==> config.mk <==
export PLATFORM = sky130hd
export DESIGN_NAME = temp_adc_sampler
export DESIGN_NICKNAME = d
export VERILOG_FILES = /design/src/rtl/temp_adc_sampler.sv
export SDC_FILE = /design/constraint.sdc
export NUM_CORES = 1
export LEC_CHECK = 0
export BUFFER_PORTS_ARGS = -buffer_cell sky130_fd_sc_hd__buf_2
export CORE_MARGIN = 5
export CORE_UTILIZATION = 43
export CTS_CLUSTER_DIAMETER = 100
export DETAILED_ROUTE_END_ITERATION = 12
export PLACE_DENSITY = 0.62
export SYNTH_ARGS = -nofsm -noshare
export SYNTH_HDL_FRONTEND = slang
export SYNTH_SLANG_ARGS = --single-unit
==> constraint.sdc <==
create_clock -name clk -period 1.9 [get_ports clk]
set_input_delay 0.19 -clock clk [delete_from_list [all_inputs] [get_ports clk]]
set_output_delay 0.19 -clock clk [all_outputs]
set_load 0.01 [all_outputs]
==> src/rtl/temp_adc_sampler.sv <==
// temp_adc_sampler: periodic serial read of an 8-bit temperature ADC,
// saturated to 6 bits and held on temp for the over-temperature comparator.
// Optional build macro TEMP_AVG_EN: temp becomes the mean of the last four
// saturated samples instead of the latest sample.
//
// state | meaning
// ------+----------------------------------------------------------
// IDLE  | cs_n high, sclk low, waiting for a sample-timer tick
// START | cs_n low, one CLK_DIV setup interval before the first bit
// SHIFT | 16 sclk half-periods, one data bit taken per rising sclk
// STOP  | cs_n high, one CLK_DIV interval of deselect time
// DONE  | one cycle: temp updated, temp_valid pulsed
module temp_adc_sampler #(
  parameter int unsigned CLK_DIV       = 25,
  parameter int unsigned SAMPLE_PERIOD = 50000
) (
  input  logic       clk,
  input  logic       reset_n,
  input  logic       enable,
  input  logic       adc_sdata,
  output logic       adc_sclk,
  output logic       adc_cs_n,
  output logic [5:0] temp,
  output logic       temp_valid,
  output logic       busy
);

  localparam int unsigned     TW       = (SAMPLE_PERIOD > 2) ? $clog2(SAMPLE_PERIOD) : 1;
  localparam logic [TW-1:0]   TMR_LAST = TW'(SAMPLE_PERIOD - 1);
  localparam logic [7:0]      DIV_LOAD = 8'(CLK_DIV - 1);

  typedef enum logic [2:0] {IDLE, START, SHIFT, STOP, DONE} state_t;

  state_t          state_q, state_d;
  logic [TW-1:0]   timer_q, timer_d;
  logic [7:0]      div_q, div_d;
  logic            phase_q, phase_d;
  logic [3:0]      bit_cnt_q, bit_cnt_d;
  logic [7:0]      shift_q, shift_d;
  logic [5:0]      temp_q, temp_d;
  logic            tick;
  logic            load_temp;
  logic [5:0]      sample;

  assign tick   = enable && (timer_q == TMR_LAST);
  assign sample = (shift_q > 8'd63) ? 6'd63 : shift_q[5:0];

  // Sample timer: free-runs while enabled, parked at zero otherwise.
  always_comb begin
    timer_d = timer_q;
    if (!enable || tick) begin
      timer_d = '0;
    end else begin
      timer_d = timer_q + TW'(1);
    end
  end

  // FSM next state; div_q is a down-counter timing each CLK_DIV interval.
  always_comb begin
    state_d   = state_q;
    div_d     = div_q;
    phase_d   = phase_q;
    bit_cnt_d = bit_cnt_q;
    shift_d   = shift_q;
    load_temp = 1'b0;
    case (state_q)
      IDLE: begin
        if (tick) begin
          state_d   = START;
          div_d     = DIV_LOAD;
          bit_cnt_d = '0;
          phase_d   = 1'b0;
        end
      end
      START: begin
        if (div_q == 8'd0) begin
          state_d = SHIFT;
          div_d   = DIV_LOAD;
          phase_d = 1'b0;
        end else begin
          div_d = div_q - 8'd1;
        end
      end
      SHIFT: begin
        if (div_q == 8'd0) begin
          div_d = DIV_LOAD;
          if (!phase_q) begin
            // this edge raises sclk: take the bit the ADC is presenting
            phase_d   = 1'b1;
            shift_d   = {shift_q[6:0], adc_sdata};
            bit_cnt_d = bit_cnt_q + 4'd1;
          end else begin
            phase_d = 1'b0;
            if (bit_cnt_q == 4'd8) begin
              state_d = STOP;
            end
          end
        end else begin
          div_d = div_q - 8'd1;
        end
      end
      STOP: begin
        if (div_q == 8'd0) begin
          state_d   = DONE;
          load_temp = 1'b1;
        end else begin
          div_d = div_q - 8'd1;
        end
      end
      DONE: begin
        state_d = IDLE;
      end
      default: begin
        state_d = IDLE;
      end
    endcase
  end

  // State, timer and shift path registers.
  always_ff @(posedge clk or negedge reset_n) begin
    if (!reset_n) begin
      state_q   <= IDLE;
      timer_q   <= '0;
      div_q     <= '0;
      phase_q   <= 1'b0;
      bit_cnt_q <= '0;
      shift_q   <= '0;
    end else begin
      state_q   <= state_d;
      timer_q   <= timer_d;
      div_q     <= div_d;
      phase_q   <= phase_d;
      bit_cnt_q <= bit_cnt_d;
      shift_q   <= shift_d;
    end
  end

`ifdef TEMP_AVG_EN
  logic [3:0][5:0] hist_q, hist_d;
  logic            primed_q, primed_d;
  logic [7:0]      sum;

  // Newest sample plus the three most recent history entries; max 4*63 fits 8 bits.
  assign sum = 8'(sample) + 8'(hist_q[0]) + 8'(hist_q[1]) + 8'(hist_q[2]);

  // History update; the first conversion after reset fills every slot.
  always_comb begin
    hist_d   = hist_q;
    primed_d = primed_q;
    temp_d   = temp_q;
    if (load_temp) begin
      if (!primed_q) begin
        hist_d   = {4{sample}};
        primed_d = 1'b1;
        temp_d   = sample;
      end else begin
        hist_d = {hist_q[2:0], sample};
        temp_d = sum[7:2];
      end
    end
  end

  // History and prime-flag registers.
  always_ff @(posedge clk or negedge reset_n) begin
    if (!reset_n) begin
      hist_q   <= '0;
      primed_q <= 1'b0;
    end else begin
      hist_q   <= hist_d;
      primed_q <= primed_d;
    end
  end
`else
  // Output follows the latest saturated sample.
  always_comb begin
    temp_d = temp_q;
    if (load_temp) begin
      temp_d = sample;
    end
  end
`endif

  // Held temperature; only loaded on the way into DONE.
  always_ff @(posedge clk or negedge reset_n) begin
    if (!reset_n) begin
      temp_q <= '0;
    end else begin
      temp_q <= temp_d;
    end
  end

  assign adc_cs_n   = !((state_q == START) || (state_q == SHIFT));
  assign adc_sclk   = (state_q == SHIFT) && phase_q;
  assign busy       = (state_q != IDLE);
  assign temp_valid = (state_q == DONE);
  assign temp       = temp_q;

endmodule

* After elaboration in Yosys (flattened, before gate mapping)
Cells that the tools add are included.
** Cells by class
- Add/subtract/negate cells :: 3
- $mul :: 0
- Div/mod/pow operators :: 0
- Order comparisons :: 1
- Equal/unequal tests :: 14
- Shift-type cells :: 0
- Muxes and demuxes :: 24
- Bitwise logic cells :: 1
- Reductions and logical operators :: 18
** Operators with widths (number)
- $mux 8 :: 3
- $pmux 8 s3 :: 1
- $mux 3 :: 6
- $add 16x1->16 const B :: 1
- $eq 16x16->1 const B :: 1
- $mux 16 :: 1
- $ne 2x2->1 const B :: 8
- $mux 4 :: 3
- $pmux 3 s4 :: 1
- $reduce_bool 3->1 :: 3
- $gt 8x6->1 const B :: 1
- $logic_not 8->1 :: 1
- $pmux 4 s2 :: 1
- $reduce_and 4->1 :: 2
- $sub 8x1->8 const B :: 1
- $eq 3x2->1 const B :: 2
- $mux 1 :: 6
- $mux 6 :: 1
- $reduce_and 3->1 :: 2
- $reduce_and 6->1 :: 1
- $add 4x1->4 const B :: 1
- $eq 4x4->1 const B :: 1
- $eq 3x1->1 const B :: 1
- $eq 3x3->1 const B :: 1
- 8 further kinds :: 11
** Word-level totals
- Bits in registers :: 46
- Bits in latches :: 0
- Bits in writable memories :: 0
- Bits in read-only memories :: 0
- Input bits :: 4
- Output and inout port bits :: 10
- Memories kept :: 0

* Depth between registers and ports, before layout
Gate-level depths: netlist of the first run.
- Depth after elaboration :: 5
- Mapped depth :: 8

* Worst setup path before layout of the first run
OpenSTA, ideal clock, no wires.
- Path kind :: register to register
- From :: register div_q[0]
- To :: register shift_q[2]
- Arrival :: 1795 ps
- Required time :: 1775 ps
- Setup slack :: -20 ps
- Stages on the path, launching flop included :: 7
- Path buffers :: 1
- Period minus slack after synthesis :: 1920 ps
- Cell sequence :: dfrtp_1 inv_1 ha_1 nor4b_2 nor4b_4 buf_6 mux2_2
** On the way
- Cells in the longest elaborated chain, start to end :: 2
** Ends and longest elaborated chain
- start: declaration :: RTL line 36 : logic [7:0] div_q, div_d;
- start signal: assignment :: RTL line 131 : div_q <= div_d;
- $logic_not 8->1 :: RTL line 85 : if (div_q == 8'd0) begin
- $reduce_and 3->1 (no source line)
- end signal: assignment :: RTL line 134 : shift_q <= shift_d;
- end: declaration :: RTL line 39 : logic [7:0] shift_q, shift_d;
Every way passes these cells.
A chain may end at the register's enable or synchronous reset.

* Worst setup path after layout of the first run
- From :: register timer_q[12]
- To :: register div_q[1]
** On the way
- Cells in the longest elaborated chain, start to end :: 4
** Ends and longest elaborated chain
- start: declaration :: RTL line 35 : logic [TW-1:0] timer_q, timer_d;
- start signal: assignment :: RTL line 130 : timer_q <= timer_d;
- $eq 16x16->1 :: RTL line 45 : assign tick = enable && (timer_q == TMR_LAST);
- $logic_and 1x1->1 :: RTL line 45
- $ne 2x2->1 (no source line)
- $reduce_and 3->1 (no source line)
Every way passes these cells.

==> results.toml, run 1 <==
[status]
status = "completed"

[cts]
clockBufferDepth = 2
cts_num_sinks = 46
root_buffer = "clkbuf_8"
clock_latency_ns = 0.29
cts_tree = "yes"
cts-htree-levels = 2
cts_made_buffers = 5
clk_pin_slew_ns = 0.09

[grt]
grt_pass1_wl_um = 7420
grt_pass1_vias = 1648
grtUsageMet3_pct = 3.17
busiest_layer = "met2"
grt_usage_pct = 12.9
met2_usage_pct = 19.8
grt_max_degree = 47
overflow = 0
grt_use_met1_pct = 17.5
antenna_found_initial = 0

[logic_synthesis]
synth_mux_area_share_pct = 4.76
synth_xor_area_share_pct = 6.06
yosysSeqAreaShare_pct = 49.8
yosys.area_share.adder_pct = 2.16
ys_async_sr_fraction_pct = 100
avgSynthCellArea_um2 = 10.1
synthCells = 230
synth-compound-area-share_pct = 9.36
synth.ff_latch_count = 46
synth_edf_count = 0
syn_area_um2 = 2310
synthesis.nets = 238
synth_cell_type_count = 46
synth_ff_type = "dfrtp_1"
synth_warnings = 0
synth_top_family_by_area = "simple AND/OR/NAND/NOR gates"
yosys.area_share.simple_pct = 23.9

[floorplanning]
ioPinCount = 14
dieHeight_um = 83.4
die_area_um2 = 6950
initial_core_util_pct = 44.7
die_w_um = 83.4
core-area_um2 = 5170
num_rows = 26

[route]
dr.first_iter.drc_count = 77
drt_first_pass_iters = 4
routed-via-count = 1688
drt-total-wl_um = 4180
ant_nets = 0
wl_per_cell_um = 12.4
viasPerCell = 5.02
drc_errors = 0

[cells_and_area]
final_cell_mix = "dfrtp_1, nand2_1, nor2_1"
area_delta_synth_final_pct = 17.4
diodes = 0
nFillCells = 478
num-nets-final = 273
post-route-util_pct = 52.5
drive_gt1_share_pct = 22.6
mostFrequentLayoutCell = "dfrtp_1"
instances_no_fill = 336

[run]
drv_cap = 0

[sta]
tightest_slew_ns = 0.562
min_period_ns = 1.81
postLayoutSetupSlackWorst_ns = 0.0891
whs_ns = 0.127
maxSlewViolCount = 0
clock_skew_ns = 0.00601
fmax_mhz = 552
relSlewSlack_pct = 62.5
setup_viol = 0
final.period_utilization_pct = 95.3
hold_viol = 0
grt_setup_unrepaired = "true"

[worst_setup_path]
cp.arrival_ns = 1.99
cp_max_fo = 6
endpoint_kind = "flop"
startpoint_type = "flop"
required_ns = 2.08
crit_type = "reg2reg"

[place]
place_inst = 325
pre_cts_ws_ns = -0.0455
port_buffers = 13
gpl.final_weighted_congestion = 0.858
hpwl_um = 3070

[hold_path]
min_path_type = "in2reg"

[pwr]
power_density_nw_per_um2 = 594
p_leak_nw = 1.28
peakVddDrop_v = 0.000278
[worst paths after layout]
| path | start | to | slack (ns) | depth (start not counted) |
|---|---|---|---|---|
| setup / recovery | timer_q[12] | div_q[1] | 0.09 | 6 |
| min in group asynchronous | reset_n | timer_q[14] | 0.51 | 3 |
| hold reg to reg | timer_q[0] | timer_q[0] | 0.48 | 1 |
| setup reg to reg | timer_q[12] | div_q[1] | 0.09 | 6 |
| hold / removal | adc_sdata | shift_q[0] | 0.13 | 2 |
| max in group asynchronous | reset_n | shift_q[7] | 1.01 | 3 |
[metal layers]
metal | vias to the layer above | part of all wire (%)
met5 | - | 0
met4 | 0 | 1.6
met3 | 7 | 2.8
met2 | 17 | 44
met1 | 791 | 51
li1 | 873 | -
[cells by family after synthesis]
kind of cell             count (synthesis)
XOR/XNOR                                16
adder cells (fa/ha/maj)                  4
buffers and inverters                   18
AND/OR/NAND/NOR                        100
AO/OA/AOI/OAI                           36
multiplexers                            10
flip-flops                              46
[flip-flops by register name, summed over array words and instances, names as in the netlist]
register,count
temp,6
bit_cnt_q,4
shift_q,8
state_q,3
div_q,8
phase_q,1
timer_q,16
[timing repair]
| action | 4_1_cts | 5_1_grt |
|---|---|---|
| buffers inserted | 0 | 2 |
| pin swaps | 0 | 1 |
| gates cloned | 0 | 0 |
| hold endpoints to repair | 46 | 0 |
| hold buffers | 1 | 0 |
| endpoints found under the setup margin | 2 | 16 |
| resized for setup | 1 | 3 |
[synth_stat cells (2+ instances only)]
cell type	number	area share [%]
nand2_1	25	4.1
inv_1	9	1.5
buf_6	3	1.5
mux2i_1	2	0.87
nor2_1	24	3.9
buf_2	3	0.65
ha_1	4	2.2
or3_1	4	1.1
nor3_1	8	1.7
and4_1	5	1.9
nand2b_1	6	1.6
nand3_1	6	1.3
and2_1	3	0.81
o21ai_0	11	2.4
clkbuf_1	2	0.32
xnor2_1	6	2.3
o22ai_1	4	1.1
nand4_1	3	0.81
xor2_1	10	3.8
o21ai_1	3	0.65
dfrtp_1	46	50
a21oi_1	7	1.5
and3_1	5	1.4
mux2_2	8	3.9
a31oi_1	2	0.54
[worst max-delay path: stages (launching register included)]
cell and delay (ns):
dfrtp_1 0.38, or4_4 0.54, and4bb_1 0.31, o21bai_2 0.09
buf_4 0.17, a21oi_2 0.12, o22ai_1 0.09
[final cells by class]
class | instances | area [µm²] | area share (%)
tap | 70 | 87.6 | 3.22
multi-input combinational | 166 | 1090 | 40.3
clock buffer | 5 | 68.8 | 2.53
timing repair buffer | 37 | 260 | 9.58
clock inverter | 3 | 21.3 | 0.783
sequential | 46 | 1150 | 42.4
inverter | 9 | 33.8 | 1.24
[where the power goes]
| group | total, mW | internal, mW | switching, mW |
|---|---|---|---|
| clock | 0.586 | 0.259 | 0.328 |
| combinational | 0.0399 | 0.0122 | 0.0277 |
| sequential | 0.988 | 0.983 | 0.00454 |
[metrics by stage]
stage	instance area (µm²)	setup TNS (ns)	total power, mW
2_1_floorplan	2320	0	1.02
3_3_place_gp	2580	0	1.05
3_5_place_dp	2580	-0.0746	1.05
4_1_cts	2690	0	1.65
5_1_grt	2720	-0.0336	1.70
6_report	2720	0	1.61
(Power assumes the default switching activity.)
==> run 2, diff against run 1 <==
--- a/config.mk
+++ b/config.mk
@@ -7,10 +7,10 @@
 export LEC_CHECK = 0
 export BUFFER_PORTS_ARGS = -buffer_cell sky130_fd_sc_hd__buf_2
 export CORE_MARGIN = 5
-export CORE_UTILIZATION = 43
+export CORE_UTILIZATION = 54
 export CTS_CLUSTER_DIAMETER = 100
 export DETAILED_ROUTE_END_ITERATION = 12
-export PLACE_DENSITY = 0.62
+export PLACE_DENSITY = 0.75
 export SYNTH_ARGS = -nofsm -noshare
 export SYNTH_HDL_FRONTEND = slang
 export SYNTH_SLANG_ARGS = --single-unit
==> run 2 against run 1 <==
  * First-iteration DRC count is 140% higher
  * Flip-flop and latch count unchanged
  * Design area increased by 6.9%
  * Critical endpoint is now shift_q[1]
  * Critical path type unchanged
  * Via count rose by 11%
  * Sequential power about the same
  * Worst setup slack worse by 0.078 ns
  * Critical path depth shrank 1
  * Worst hold slack worse by 0.010 ns
  * Clock-buffer cell count is the same
  * Global-route usage is 6.3 points higher
  * Non-clock buffer count grew 17
  * Core utilization up 19 points
==> results.toml, run 2 (synthesis results as in run 1) <==
[worst_setup_path]
timing.rr.start = "state_q[1]"
slowest_delay_ns = 0.45
endpoint_kind = "flop"
startpoint_type = "flop"
crit_type = "reg2reg"
crit_start = "state_q[1]"
crit_slowest_cell = "dfrtp_1"
r2r_setup_slack_ns = 0.01
crit_buf_inv = 2
critPathMostFrequentCell = "buf_12"
cp_cell_sequence = "or3b_1, nor4b_4, buf_12, buf_12, mux2_4"
cp.arrival_ns = 2.08
cp_max_fo = 10
cpLargestDelayFamily = "simple AND/OR/NAND/NOR gates"
required_ns = 2.09

[grt]
antenna_found_initial = 0
grt_max_degree = 47
grt_pass1_wl_um = 8240
grt_usage_pct = 19.2
overflow = 0
grt_pass1_vias = 1773

[cts]
cts_num_sinks = 46
clock_latency_ns = 0.31
clk_pin_slew_ns = 0.09
cts_made_buffers = 5
cts-htree-levels = 2
clockBufferDepth = 2
root_buffer = "clkbuf_8"
cts_tree = "yes"

[floorplanning]
die_w_um = 75.5
num_rows = 23
core-area_um2 = 4090
die_area_um2 = 5690
dieHeight_um = 75.5
initial_core_util_pct = 56.6
ioPinCount = 14

[sta]
setup_tns_ns = 0
hold_viol = 0
tightest_slew_ns = 0.575
clock_skew_ns = 0.00774
fmax_mhz = 529
grt_setup_unrepaired = "true"
final.period_utilization_pct = 99.4
maxSlewViolCount = 0
relSlewSlack_pct = 61.7
min_period_ns = 1.89
setup_viol = 0

[cells_and_area]
final_cell_area_um2 = 2900
mostFrequentLayoutCell = "dfrtp_1"
multi_input_area_um2 = 1160
area_delta_synth_final_pct = 25.5
num-nets-final = 291
diodes = 0
regMostFlops = "timer_q"
nFillCells = 310
largestRegisters = "timer_q: 16 flops, div_q: 8 flops, shift_q: 8 flops"
largest_reg_flops = 16
final_cell_mix = "dfrtp_1, buf_4, nor2_1, nand2_1, buf_2"
drive_gt1_share_pct = 29.6
instances_no_fill = 334
seq_area_um2 = 1150

[place]
port_buffers = 13
place_area_um2 = 2650
place_inst = 317
gpl.final_weighted_congestion = 0.949
hpwl_um = 3370

[route]
drt-total-wl_um = 5180
viasPerCell = 5.61
drc_errors = 0
routed-via-count = 1874
dr.first_iter.drc_count = 184
drt_first_pass_iters = 4
wl_per_cell_um = 15.5
ant_nets = 0

[status]
status = "completed"

[pwr]
peakVddDrop_v = 0.000551
power.total_mw = 1.66
p_leak_nw = 1.38
power_density_nw_per_um2 = 571

[hold_path]
min_from = "adc_sdata"
min_path_type = "in2reg"

[run]
drv_cap = 0
-- run 2: changes by cell type in the layout (fill, tap and decap cells not counted), moves of 2 or more --
cell	previous run	this run
inv_1	9	7
mux2_2	8	1
buf_4	22	38
inv_2	0	2
mux2_4	0	7
-- run 2: timing repair --
| action | 4_1_cts | 5_1_grt |
|---|---|---|
| setup buffers | 1 | 6 |
| pin swaps | 0 | 2 |
| gates cloned | 0 | 1 |
| hold buffers | 1 | 0 |
| endpoints found under the hold margin | 46 | 0 |
| gates resized for setup | 1 | 19 |
| setup endpoints to repair | 8 | 22 |
-- run 2: area by class of cell --
class                   count  share of cell area (%)
clock inverters             3                   0.819
well taps                  50                    2.15
multi-input cells         167                    40.1
inverters                   9                    1.16
clock buffers               5                    2.37
flip-flops and latches     46                    39.6
repair buffers             54                    13.8
-- run 2: report_power, final --
part / switching (mW) / leakage, nW / total (mW) / internal [mW]
sequential: 0.00280 / 0.594 / 0.986 / 0.983
clock: 0.361 / 0.0408 / 0.624 / 0.263
combinational: 0.0310 / 0.748 / 0.0490 / 0.0180
total: 0.394 / 1.38 / 1.66 / 1.26
-- run 2: final timing paths --
check / end / cells past startpoint
setup / recovery: shift_q[1] / 5
hold reg to reg: temp[4] / 2
min in group asynchronous: shift_q[2] / 3
hold / removal: shift_q[0] / 2
max in group asynchronous: div_q[0] / 3
setup reg to reg: shift_q[1] / 5
-- run 2: metal layers --
layer	vias up	routed length (µm)	GRT usage [%]
met5	-	0	0
met4	0	102	9.32
met3	11	244	4.75
met2	48	2500	30.2
met1	902	2330	24.9
li1	913	-	-
-- run 2: per-stage QoR --
stage | setup WS [ns] | utilization [%] | hold slack (ns)
after global routing | -0.108 | 71.1 | 0.106
after floorplan | 0.0150 | - | -0.106
final | 0.0106 | 71.1 | 0.116
after CTS | 0.00585 | 67.6 | 0.107
after global placement | -0.0399 | 64.9 | 0.308
after detailed placement | -0.0796 | 64.9 | 0.306
==> run 3, diff against run 2 <==
--- a/config.mk
+++ b/config.mk
@@ -7,10 +7,12 @@
 export LEC_CHECK = 0
 export BUFFER_PORTS_ARGS = -buffer_cell sky130_fd_sc_hd__buf_2
 export CORE_MARGIN = 5
-export CORE_UTILIZATION = 54
+export CORE_UTILIZATION = 50
+export CTS_BUF_LIST = sky130_fd_sc_hd__clkbuf_4 sky130_fd_sc_hd__clkbuf_8
 export CTS_CLUSTER_DIAMETER = 100
 export DETAILED_ROUTE_END_ITERATION = 12
-export PLACE_DENSITY = 0.75
+export PLACE_DENSITY = 0.7
+export RECOVER_POWER = 25
 export SYNTH_ARGS = -nofsm -noshare
 export SYNTH_HDL_FRONTEND = slang
 export SYNTH_SLANG_ARGS = --single-unit
==> run 3 against run 2 <==
  * The run now ends with negative setup slack left
  * Design area down 3.5%
  * Worst hold slack improved by 0.0065 ns
  * Sequential share of layout area up 1.5 points
  * Clock power is 18% higher
  * Register-to-register slack got worse by 0.05 ns
  * Critical path type unchanged
  * Largest cell class is now flip-flops and latches
==> results.toml, run 3 (synthesis results as in run 1) <==
[status]
status = "finished with violations"
violations = "negative setup slack"

[cts]
clockBufferDepth = 2
clk_pin_slew_ns = 0.09
cts-htree-levels = 2
cts_made_buffers = 5
root_buffer = "clkbuf_8"
cts_num_sinks = 46
clock_latency_ns = 0.30
cts_tree = "yes"

[cells_and_area]
regMostFlops = "timer_q"
final_cell_mix = "dfrtp_1, nor2_1, nand2_1"
area_delta_synth_final_pct = 21.1
diodes = 0
nFillCells = 363
largest_reg_flops = 16
drive_gt1_share_pct = 25.0
mostFrequentLayoutCell = "dfrtp_1"
num-nets-final = 275
largestRegisters = "timer_q: 16 flops, div_q: 8 flops, shift_q: 8 flops"

[worst_setup_path]
crit_type = "reg2reg"
reg2reg_to = "shift_q[7]"
r2r_setup_slack_ns = -0.04
required_ns = 2.10
cp.arrival_ns = 2.14
startpoint_type = "flop"
timing.rr.start = "div_q[4]"
cp_max_fo = 6
endpoint_kind = "flop"
reg2regPathDepth = 4

[floorplanning]
core-area_um2 = 4410
num_rows = 24
die_w_um = 78.0
ioPinCount = 14
die_area_um2 = 6090
dieHeight_um = 78.0
initial_core_util_pct = 52.4

[sta]
clock_skew_ns = 0.0116
min_period_ns = 1.94
setup_viol = 8
tightest_slew_ns = 1.11
grt_setup_unrepaired = "true"
whs_ns = 0.123
relSlewSlack_pct = 25.9
postLayoutSetupSlackWorst_ns = -0.0401
final.period_utilization_pct = 102
maxSlewViolCount = 0
hold_viol = 0
fmax_mhz = 515

[hold_path]
min_from = "adc_sdata"
holdPathEnd = "shift_q[0]"
min_path_type = "in2reg"
whs_path_depth = 2

[place]
hpwl_um = 3260
port_buffers = 13
gpl.final_weighted_congestion = 0.854

[grt]
overflow = 0
grt_pass1_wl_um = 7660
grt_max_degree = 27
grt_usage_pct = 15.5
antenna_found_initial = 0
grt_pass1_vias = 1679

[pwr]
power.total_mw = 1.76
power.share.sequential_pct = 56.1
pwr-share-comb_pct = 2.2
peakVddDrop_v = 0.000462
power_frac_clock_pct = 41.7
p_sw_share_pct = 21.2
power_switching_uw = 373
p_leak_nw = 1.31
intPower_mw = 1.39
power_density_nw_per_um2 = 629

[route]
wl_per_cell_um = 14.5
viasPerCell = 5.60
dr.first_iter.drc_count = 128
ant_nets = 0
drc_errors = 0
drt_first_pass_iters = 4
drt-total-wl_um = 4650
routed-via-count = 1793

[run]
drv_cap = 0
## run 3: how the worst max path moves through the flow
| stage | start | end | slack (ns) | depth (start not counted) |
|---|---|---|---|---|
| global route | div_q[1] | bit_cnt_q[3] | -0.18 | 8 |
| finish | div_q[4] | shift_q[7] | -0.04 | 4 |
| global placement | timer_q[12] | phase_q | 0.05 | 6 |
| CTS | div_q[1] | bit_cnt_q[3] | 0.004 | 8 |
| detailed placement | timer_q[12] | div_q[1] | 0.008 | 6 |
| floorplan | state_q[2] | shift_q[2] | 0.01 | 5 |
## run 3: layer usage
| metal | GRT usage [%] | routed length, µm |
|---|---|---|
| met1 | 20.1 | 2100 |
| met2 | 25.1 | 2300 |
| met3 | 4.35 | 188 |
| met4 | 5.07 | 61 |
| met5 | 0 | 0 |
## run 3: power by group through the flow
stage | logic, mW | clock network (mW) | registers (mW)
6_report | 0.0382 | 0.735 | 0.988
3_3_place_gp | 0.0420 | 0 | 1.01
5_1_grt | 0.0457 | 0.804 | 0.989
3_5_place_dp | 0.0423 | 0 | 1.01
4_1_cts | 0.0441 | 0.760 | 0.988
2_1_floorplan | 0.0101 | 0 | 1.01
## run 3: metrics by stage
step	setup TNS (ns)	setup WS, ns	area, µm²	util, %	instances
after global placement	0	0.0531	2570	58.3	307
after floorplan	0	0.0150	2320	-	230
after CTS	0	0.00416	2710	61.3	316
after global routing	-2.99	-0.182	2800	63.5	320
after detailed placement	0	0.00843	2570	58.3	307
final	-0.150	-0.0401	2800	63.5	320
## run 3: critical path, cell delays in order (launching register included)
cell       delay (ns)
dfrtp_1          0.43
or3_1            0.49
nor4b_4          0.39
clkbuf_16        0.23
mux2_4           0.30
## run 3: area by class of cell
cell class,count,area (µm²),share of cell area [%]
repair buffers,39,299,10.7
flip-flops and latches,46,1150,41.1
multi-input cells,166,1140,40.7
well taps,52,65.1,2.32
clock buffers,5,68.8,2.46
inverters,9,33.8,1.21
clock inverters,3,43.8,1.56
## run 3: repair_timing
| item | 4_1_cts | 5_1_grt |
|---|---|---|
| setup buffers | 0 | 4 |
| pin swaps | 0 | 3 |
| endpoints found under the hold margin | 20 | 0 |
| hold buffers | 1 | 0 |
| cloned | 0 | 1 |
| setup endpoints to repair | 4 | 24 |
| resized for setup | 2 | 15 |
